File: src/rtl/flash_sample_streamer.sv
// Streams SAMPLE_W-bit slices of flash words, one per sample-rate tick, with a one-word prefetch,
// loop/stop at the end of an address range, reverse playback and underrun detection.
module flash_sample_streamer #(
  parameter int WORD_W   = 32,
  parameter int SAMPLE_W = 8,
  parameter int ADDR_W   = 23
) (
  input  logic                CLK_50M,
  input  logic                reset_n,
  input  logic                clock_22kHz,
  input  logic                play,
  input  logic                stop,
  input  logic                reverse,
  input  logic                loop,
  input  logic [ADDR_W-1:0]   start_addr,
  input  logic [ADDR_W-1:0]   end_addr,
  output logic                flash_read,
  output logic [ADDR_W-1:0]   flash_addr,
  input  logic                flash_valid,
  input  logic [WORD_W-1:0]   flash_data,
  output logic [SAMPLE_W-1:0] sample_out,
  output logic                sample_valid,
  output logic                finished,
  output logic                underrun
);

  localparam int SPW = WORD_W / SAMPLE_W;
  localparam int IW  = $clog2(SPW);
  localparam logic [IW-1:0] IDX_LAST = IW'(SPW - 1);

  localparam logic [1:0] IDLE  = 2'd0;
  localparam logic [1:0] FILL  = 2'd1;
  localparam logic [1:0] PLAY  = 2'd2;
  localparam logic [1:0] DRAIN = 2'd3;

  logic [1:0]        state;
  logic              sync1, sync2, sync3;
  logic              dir;
  logic [ADDR_W-1:0] lo, hi, addr;
  logic              exhausted, rd_end, bad_seen;
  logic [WORD_W-1:0] cur_word, nxt_word;
  logic              cur_end, cur_empty, nxt_full, nxt_end, fin_pend;
  logic [IW-1:0]     idx;

  logic              tick, cap, at_end, issue, htick, eff_ok, eff_end, last_slice;
  logic [ADDR_W-1:0] range_start, range_end, step_addr;
  logic [WORD_W-1:0] eff_word;
  logic [IW-1:0]     sel;
  logic [SAMPLE_W-1:0] slice;

  always_comb begin
    tick        = sync2 & ~sync3;
    cap         = flash_read & flash_valid;
    range_start = dir ? hi : lo;
    range_end   = dir ? lo : hi;
    at_end      = (addr == range_end);
    if (at_end)   step_addr = range_start;
    else if (dir) step_addr = addr - ADDR_W'(1);
    else          step_addr = addr + ADDR_W'(1);
    issue = !flash_read && !stop &&
            ((state == FILL) || (state == PLAY && !nxt_full && !exhausted && !fin_pend));
    htick = tick && play && !fin_pend && !stop && (state == PLAY);
    // A word landing while cur_word is empty is played straight from the bus.
    eff_ok     = !cur_empty || cap;
    eff_word   = cur_empty ? flash_data : cur_word;
    eff_end    = cur_empty ? rd_end : cur_end;
    last_slice = (idx == IDX_LAST);
    sel        = dir ? (IDX_LAST - idx) : idx;
    slice      = '0;
    for (int i = 0; i < SPW; i++) begin
      if (sel == IW'(i)) slice = eff_word[i*SAMPLE_W +: SAMPLE_W];
    end
  end

  always_ff @(posedge CLK_50M or negedge reset_n) begin
    if (!reset_n) begin
      state        <= IDLE;
      sync1        <= 1'b0;
      sync2        <= 1'b0;
      sync3        <= 1'b0;
      dir          <= 1'b0;
      lo           <= '0;
      hi           <= '0;
      addr         <= '0;
      exhausted    <= 1'b0;
      rd_end       <= 1'b0;
      bad_seen     <= 1'b0;
      cur_word     <= '0;
      nxt_word     <= '0;
      cur_end      <= 1'b0;
      cur_empty    <= 1'b0;
      nxt_full     <= 1'b0;
      nxt_end      <= 1'b0;
      fin_pend     <= 1'b0;
      idx          <= '0;
      flash_read   <= 1'b0;
      flash_addr   <= '0;
      sample_out   <= '0;
      sample_valid <= 1'b0;
      finished     <= 1'b0;
      underrun     <= 1'b0;
    end else begin
      sync1        <= clock_22kHz;
      sync2        <= sync1;
      sync3        <= sync2;
      sample_valid <= 1'b0;
      finished     <= 1'b0;

      if (cap) flash_read <= 1'b0;
      if (issue) begin
        flash_read <= 1'b1;
        flash_addr <= addr;
        addr       <= step_addr;
        rd_end     <= at_end;
        if (at_end && !loop) exhausted <= 1'b1;
      end

      if (state != IDLE && stop) begin
        nxt_full  <= 1'b0;
        cur_empty <= 1'b0;
        fin_pend  <= 1'b0;
        state     <= (flash_read && !flash_valid) ? DRAIN : IDLE;
      end else begin
        case (state)
          IDLE: begin
            if (play) begin
              if (start_addr > end_addr) begin
                if (!bad_seen) finished <= 1'b1;
                bad_seen <= 1'b1;
              end else begin
                bad_seen  <= 1'b0;
                dir       <= reverse;
                lo        <= start_addr;
                hi        <= end_addr;
                addr      <= reverse ? end_addr : start_addr;
                underrun  <= 1'b0;
                exhausted <= 1'b0;
                nxt_full  <= 1'b0;
                cur_empty <= 1'b0;
                fin_pend  <= 1'b0;
                state     <= FILL;
              end
            end else begin
              bad_seen <= 1'b0;
            end
          end
          FILL: begin
            if (cap) begin
              cur_word <= flash_data;
              cur_end  <= rd_end;
              idx      <= '0;
              state    <= PLAY;
            end
          end
          PLAY: begin
            if (fin_pend) begin
              finished <= 1'b1;
              fin_pend <= 1'b0;
              nxt_full <= 1'b0;
              state    <= IDLE;
            end else begin
              if (cap && !cur_empty) begin
                nxt_word <= flash_data;
                nxt_end  <= rd_end;
                nxt_full <= 1'b1;
              end
              if (cap && cur_empty) begin
                cur_word  <= flash_data;
                cur_end   <= rd_end;
                cur_empty <= 1'b0;
                idx       <= '0;
              end
              if (htick) begin
                if (!eff_ok) begin
                  underrun <= 1'b1;
                end else begin
                  sample_out   <= slice;
                  sample_valid <= 1'b1;
                  if (!last_slice) begin
                    idx <= idx + IW'(1);
                  end else if (eff_end && !loop) begin
                    fin_pend <= 1'b1;
                  end else if (nxt_full) begin
                    cur_word <= nxt_word;
                    cur_end  <= nxt_end;
                    nxt_full <= 1'b0;
                    idx      <= '0;
                  end else if (cap) begin
                    cur_word <= flash_data;
                    cur_end  <= rd_end;
                    nxt_full <= 1'b0;
                    idx      <= '0;
                  end else begin
                    cur_empty <= 1'b1;
                    idx       <= '0;
                  end
                end
              end
            end
          end
          DRAIN: begin
            if (cap) state <= IDLE;
          end
          default: state <= IDLE;
        endcase
      end
    end
  end

endmodule
File: config.mk
export PLATFORM = sky130hd
export DESIGN_NAME = flash_sample_streamer
export DESIGN_NICKNAME = d
export VERILOG_FILES = /design/src/rtl/flash_sample_streamer.sv
export SDC_FILE = /design/constraint.sdc
export NUM_CORES = 1
export LEC_CHECK = 0
export CAP_MARGIN = 25
export CORE_MARGIN = 8
export CORE_UTILIZATION = 50
export DETAILED_ROUTE_END_ITERATION = 10
export HOLD_SLACK_MARGIN = 0.1
export MAX_ROUTING_LAYER = met4
export PLACE_DENSITY = 0.71
export SETUP_SLACK_MARGIN = 0.5
export SYNTH_ARGS = -nofsm -noshare
export SYNTH_HDL_FRONTEND = slang
export SYNTH_SLANG_ARGS = --single-unit
export TNS_END_PERCENT = 1
File: constraint.sdc
create_clock -name CLK_50M -period 5.5 [get_ports CLK_50M]
set_input_delay 0.825 -clock CLK_50M [delete_from_list [all_inputs] [get_ports CLK_50M]]
set_output_delay 0.825 -clock CLK_50M [all_outputs]
set_load 0.005 [all_outputs]
* After elaboration in Yosys (flattened, before gate mapping) *
Cells that the tools add are included.

cells by class
  equal/unequal tests = 20
  bitwise logic cells = 6
  reductions and logical operators = 41
  multiplexer cells = 106
  $lt $le $gt $ge = 1
  $add $sub $neg = 4

operators by type and width
  cell                     number
  $mux W32                 10
  $mux W23                 10
  $pmux W32 S2             1
  $mux W1                  59
  $mux W8                  4
  $mux W2                  14
  $add A23 B1 Y23 const B  1
  $eq A23 B23 Y1           1
  $gt A23 B23 Y1           1
  $sub A23 B1 Y23 const B  1
  $reduce_and A4 Y1        4
  $logic_and A1 B1 Y1      15
  $ne A2 B2 Y1 const B     6
  $pmux W1 S2              6
  $eq A2 B2 Y1 const B     5
  $reduce_and A5 Y1        2
  $ne A3 B2 Y1 const B     3
  $ne A3 B3 Y1 const B     3
  $logic_not A1 Y1         8
  $pmux W2 S4              1
  $reduce_bool A2 Y1       4
  $reduce_and A7 Y1        1
  $eq A2 B1 Y1 const B     2
  $logic_not A2 Y1         2
  9 further kinds          14

word-level totals
  output and inout port bits = 35
  word-level logic and storage cells = 203
  bits in registers = 184

* Depth between registers and ports, before layout *
Gate-level depths: netlist (run 1).

  word-level depth = 12
  gate-level depth with buffers = 11
  depth with buffers taken out = 9

* Worst setup path before layout (run 1) *
OpenSTA, ideal clock, no wires.

  path kind = input to register
  start point = input port end_addr[22]
  end point = register addr[9]
  required time = 5359 ps
  buffers on the path = 2
  setup slack = 2446 ps
  data arrival time = 2912 ps
  stages = 11
  cell sequence = inv_1 -> ha_1 -> nand3_1 -> or4_1 -> nor4_1 -> nor2b_1 -> a21oi_1 -> buf_2 -> clkbuf_1 -> a211oi_1 -> a31oi_1

between the ends
  longest elaborated chain between the ends = 5

RTL lines
  item                  RTL line  RTL
  start, declared       16        input logic [ADDR_W-1:0] end_addr,
  $gt A23 B23 Y1        127       if (start_addr > end_addr) begin
  $mux W23              127
  $mux W23              126       if (play) begin
  $mux W23              124       case (state)
  $mux W23              118       if (state != IDLE && stop) begin
  end signal, assigned  113       addr <= step_addr;
  end signal, assigned  135       addr <= reverse ? end_addr : start_addr;
  end, declared         39        logic [ADDR_W-1:0] lo, hi, addr;

Every way passes these cells.
A chain may end at the register's enable or synchronous reset.

* Worst setup path after layout (run 1) *
  start point = register dir
  end point = register addr[18]

between the ends
  longest elaborated chain between the ends = 8

RTL lines
  item                    RTL line  RTL
  start, declared         38        logic dir;
  start signal, assigned  132       dir <= reverse;
  $mux W23                55        range_end = dir ? lo : hi;
  $eq A23 B23 Y1          56        at_end = (addr == range_end);
  $mux W23 (*)            57        if (at_end) step_addr = range_start;
  $mux W23 (*)            110       if (issue) begin
  $mux W23                127
  $mux W23                126
  $mux W23                124
  $mux W23 (*)            118

Every way passes the cells marked *; elsewhere a longest branch is shown, timed or not.

==> results.md, run 1 <==
* Initial antenna violation count at 0
* Slew headroom at 38.6%
* Kind of critical path: flip-flop to flip-flop
* Cell area after layout at 13400 sq um
* Largest net degree at the start of global routing at 93
* Worst-path cell chain: buf_4 > ha_1 > a211oi_1 > o21ai_0 > o221ai_1 > nand2_1 > a311oi_1 > a211oi_1 > a2bb2oi_1
* Layout cells sized above 1 at 9.92%
* Worst Skew at 0.0132 ns
* Hold Crit Class: flip-flop to flip-flop
* Minimum clock period at 3.97 ns
* Count of buffer and inverter cells on the critical path at 1
* Die footprint at 27800 sq um
* Area Growth Syn to Fin at 17.7%
* Critical Path Max Stage Delay at 0.92 ns
* Post-synthesis cell type count at 77
* Hold Buf Count CTS at 0
* Root buffer cell: clkbuf_16
* Top cells by count, synth: nand2_1, dfrtp_1, a21oi_1
* Cell mode on critical path: a211oi_1
* CTS Buffer Depth at 2
* DRT iter0 DRCs at 745
* IO Count at 121
* Die H at 167 um
* Synth top area share at 40.5%
* CTS H-Tree Depth at 4
* Post-DP Area at 12800 sq um
* Port Buffer Count at 120
* Total CTS buffers at 17
* Critical Path Sink Type: flip-flop
* Die Wd at 167 um
* Post-CTS Setup Bufs at 0
* Setup TNS at 0 ns
* DR vias/cell at 5.96
* Total track usage at 22.7%
* Outcome: completed
* Hpwl dp at 21.7 mm
* Mapped Cells at 1234
* CP Launch Type: flip-flop
* # diodes at 0
* Drc violations at 0
* Slew Viols, Final at 0
* Synth area leader: dfrtp_1
* Clock latency on the worst-skew pair at 0.44 ns
* Pwr Density at 554 nW/um^2
* PostCTS Resize Cnt at 0
* Fillcell total at 1957
* Slowest CP cell: dfrtp_4
* Clock transition at path regs at 0.08 ns
* Pre-CTS WS at 1.53 ns
* WP data required at 5.81 ns
* First-pass GRT wire length at 50.5 mm
* RSZ-0062 raised after global routing: false
* Area contributors post-synth: dfrtp_1, nand2_1, mux2i_1
* Worst Path Arrival at 4.28 ns
* Peak supply drop at 0.229 mV
* Actual slew at the worst max-slew pin at 0.921 ns
* Core ar. at 22500 sq um
* Crit path max fanout at 55
* Final wirelength at 30.3 mm
* Nets at 1449
* Mapped Area at 11400 sq um
* Async SR Flop Fraction at 100%
* Critical path's top delay family: compound AO/OA/AOI/OAI gates
* Number of global-route vias before repair at 9607
* Syn nets at 1366
* Syn Area/Cell at 9.21 sq um
* Routed vias at 9626
* Antenna Nets Post-Route at 0
* Initial core utilization at 50.5%
* Seq cells post-synth at 184
* Hold Vio Cnt, Final at 0
* Final worst slack at 1.53 ns
* Final setup viols at 0
* Sequential fraction of the synthesis area at 40.5%
* GR Overflow Total at 0
* CTS tree: yes
* Cell with the most instances after synthesis: nand2_1
* Clock sink count at 184
* Post-synth EDFFs at 0
* Max-Cap Viols at 0
* Total number of yosys warnings at 0
* Pleak at 5.94 nW
* Drt first pass iters at 5
* Final period util at 72.2%
* Commonest register cell after synthesis: dfrtp_1
* Achievable frequency at 0.252 GHz
* Post-DR wirelength/cell at 18.7 um
* Row count at 55
* GPL Wtd Cong at 0.918
metrics by stage:
| step | hold WS (ns) | cells | utilization [%] | total power [mW] |
|---|---|---|---|---|
| after detailed placement | 0.339 | 1582 | 56.8 | 6.15 |
| after global routing | 0.382 | 1615 | 59.5 | 8.00 |
| after CTS | 0.357 | 1614 | 59.4 | 7.42 |
| after floorplan | 0.331 | 1234 | - | 5.06 |
| after global placement | 0.338 | 1581 | 56.7 | 6.06 |
| final | 0.352 | 1615 | 59.5 | 7.42 |
report_power, final:
part           leakage (nW)  total (mW)  switching, mW  internal (mW)
logic                  3.37        3.67           1.95           1.72
registers              2.28        2.51          0.581           1.93
clock network         0.289        1.24          0.628          0.615
final timing paths:
path                              start        to  slack (ns)  depth (start not counted)
worst max-delay path                dir  addr[18]        1.53                          9
worst min-delay path              sync1     sync2        0.35                          0
worst max register to register      dir  addr[18]        1.53                          9
worst min register to register    sync1     sync2        0.35                          0
max in group asynchronous       reset_n       dir        3.86                          2
min in group asynchronous       reset_n     sync2        0.45                          1
layer usage:
metal  track usage (%)  routed length [um]  up-vias
met5                 -                   0        -
met4              5.60                 460        0
met3              3.74                1880       28
met2              33.5               13400      338
met1              32.2               14500     4642
li1                  -                   -     4618
cells by family (layout without fill, tap and decap cells):
group / Yosys count / after routing / synth area share, %
simple gates: 398 / 398 / 16.0
compound gates: 328 / 328 / 18.9
flops: 184 / 184 / 40.5
mux: 128 / 128 / 12.3
buf+inv: 115 / 211 / 4.48
fa+ha+maj: 46 / 46 / 5.13
xor+xnor: 35 / 35 / 2.70
state kept, by name, summed over array words and instances, names as in the netlist, 2 cells and up:
signal / flops
addr: 23
cur_word: 32
flash_addr: 23
hi: 23
idx: 2
lo: 23
nxt_word: 32
sample_out: 8
state: 2
placed cells by master (no fill, tap or decap), drive strengths merged, types with 10 or more instances in the layout:
cell             n
mux2i           77
nor3            21
dfrtp          184
ha              45
mux2            46
buf             18
a211oi          24
nor2b           25
a22oi           12
nand3           17
o22ai           40
nand2          218
nor2            64
a21oi           79
o21ai           66
o221ai          10
clkbuf          18
a21o            19
xnor2           27
clkdlybuf4s50  119
inv             49
area by class of cell:
| type | instances | area (sq um) | share of cell area, % |
|---|---|---|---|
| Tap cell | 285 | 357 | 2.66 |
| Clock inverter | 15 | 175 | 1.31 |
| Clock buffer | 17 | 425 | 3.18 |
| Multi-Input combinational cell | 935 | 6280 | 46.9 |
| Timing Repair Buffer | 138 | 1390 | 10.3 |
| Sequential cell | 184 | 4610 | 34.4 |
| Inverter | 41 | 154 | 1.15 |
(Power assumes the default switching activity.)
==> run 2, diff against run 1 <==
clock period = 3.83 ns   (was 5.5 ns; I/O delays follow)
==> run 2 against run 1 <==
  * Combinational power increased by 49%
  * Register-to-register slack lost 0.81 ns
  * Worst setup slack worse by 0.81 ns
  * Via count is 0.49% higher
  * Maximum frequency grew 28%
  * Global-route usage increased by 0.28 points
  * Routed wire length rose by 1.8%
  * Final area increased by 0.66%
  * Power is 45% higher
  * Sequential share of layout area fell by 0.23 points
  * Count of clock-buffer cells in the layout is the same
  * Sequential cell count stayed put
==> results.md, run 2 (same netlist as run 1, synthesis figures left out) <==
* Commonest cells after routing, fill and taps aside: nand2_1, dfrtp_1, clkdlybuf4s50_1
* Cell area after layout at 13500 sq um
* Outcome: completed
* GR Overflow Total at 0
* Critical Path Max Stage Delay at 0.59 ns
* RSZ-0062 raised after global routing: false
* Drt first pass iters at 5
* Commonest non-fill, non-tap cell in the layout: nand2_1
* Hpwl dp at 22.0 mm
* GPL Wtd Cong at 0.923
* Clock sink count at 184
* Layout cells sized above 1 at 10.8%
* Critical Path Sink Type: flip-flop
* Final setup viols at 0
* Worst Path Arrival at 3.43 ns
* Slowest CP cell: dfrtp_4
* Slew headroom at 43.9%
* Antenna Nets Post-Route at 0
* Tot Pwr at 10.8 mW
* Initial core utilization at 50.5%
* Total CTS buffers at 17
* Crit path max fanout at 39
* Die Wd at 167 um
* Final period util at 81.2%
* Root buffer cell: clkbuf_16
* Clock transition at path regs at 0.08 ns
* R2R setup slack at 0.72 ns
* Setup TNS at 0 ns
* # diodes at 0
* WP data required at 4.15 ns
* Die H at 167 um
* Clock latency on the worst-skew pair at 0.45 ns
* Row count at 55
* IO Count at 121
* Pleak at 6.00 nW
* Worst Skew at 0.0162 ns
* Die footprint at 27800 sq um
* Final worst slack at 0.719 ns
* Initial antenna violation count at 0
* Worst-path cell chain: buf_12 > mux2i_1 > xnor2_1 > nor4_1 > nand4_2 > buf_4 > a2111oi_1 > a311o_1 > a22oi_2
* Hold Buf Count CTS at 0
* Hold Crit Class: primary input to async pin
* Final wirelength at 30.8 mm
* R2R Path Start: dir
* Achievable frequency at 0.321 GHz
* Post-DP Area at 12900 sq um
* CTS Buffer Depth at 2
* Placed Cells at 1594
* Pwr Density at 799 nW/um^2
* Pre-CTS WS at 0.311 ns
* RR Endpoint: addr[13]
* Hold Vio Cnt, Final at 0
* First-pass GRT wire length at 50.9 mm
* Largest net degree at the start of global routing at 102
* Number of global-route vias before repair at 9535
* Post-DR wirelength/cell at 18.9 um
* CTS tree: yes
* Total track usage at 23.0%
* Crit path to: addr[13]
* Peak supply drop at 0.294 mV
* DRT iter0 DRCs at 814
* Minimum clock period at 3.11 ns
* Reg2Reg Depth at 9
* Kind of critical path: flip-flop to flip-flop
* Area Growth Syn to Fin at 18.5%
* Final Hold Slack at 0.247 ns
* Slew Viols, Final at 0
* Final core utilization at 59.9%
* Largest registers: cur_word x32, nxt_word x32
* CTS H-Tree Depth at 4
* Routed vias at 9673
* Max-Cap Viols at 0
* Port Buffer Count at 120
* CP Launch Type: flip-flop
* Core ar. at 22500 sq um
* Drc violations at 0
* Actual slew at the worst max-slew pin at 0.841 ns
* Nets at 1461
* Fin cells at 1627
* DR vias/cell at 5.95
* Critical Path Start: dir
-- run 2: metal layers --
| metal | GRT usage [%] | part of all wire (%) | up-vias |
|---|---|---|---|
| li1 | - | - | 4650 |
| met1 | 31.7 | 47 | 4679 |
| met2 | 34.4 | 45 | 315 |
| met3 | 4.30 | 6.2 | 29 |
| met4 | 6.07 | 1.4 | 0 |
| met5 | - | 0 | - |
-- run 2: critical path, delay by kind of cell (launching register included) --
family,cells,cell delay (ns)
xor+xnor,1,0.16
mux,1,0.30
buf+inv,2,0.56
compound gates,3,0.77
flops,1,0.59
simple gates,2,0.58
-- run 2: worst min-delay path by stage --
stage / cells after the start / slack [ns] / start / endpoint
6_report: 1 / 0.25 / reset_n / finished
5_1_grt: 1 / 0.32 / reset_n / finished
4_1_cts: 1 / 0.28 / reset_n / flash_read
3_5_place_dp: 0 / 0.34 / sync1 / sync2
3_3_place_gp: 0 / 0.33 / sync1 / sync2
2_1_floorplan: 0 / 0.28 / reset_n / addr[0]
-- run 2: what timing repair did --
item | 4_1_cts | 5_1_grt
gates resized for setup | 1 | 1
pin swaps | 0 | 0
setup endpoints to repair | 2 | 11
setup buffers | 0 | 1
endpoints found under the hold margin | 0 | 0
-- run 2: layout make-up --
type / instances / area [sq um]
Inverter: 41 / 154
Fill cell: 1911 / 9030
Sequential cell: 184 / 4610
Multi-Input combinational cell: 935 / 6280
Clock buffer: 17 / 425
Timing Repair Buffer: 150 / 1480
Clock inverter: 15 / 173
Tap cell: 285 / 357
-- run 2: power by group --
group	switching (mW)	total, mW	leakage [nW]	internal [mW]
logic	2.93	5.47	3.43	2.54
clock network	0.901	1.79	0.290	0.885
registers	0.743	3.51	2.28	2.77
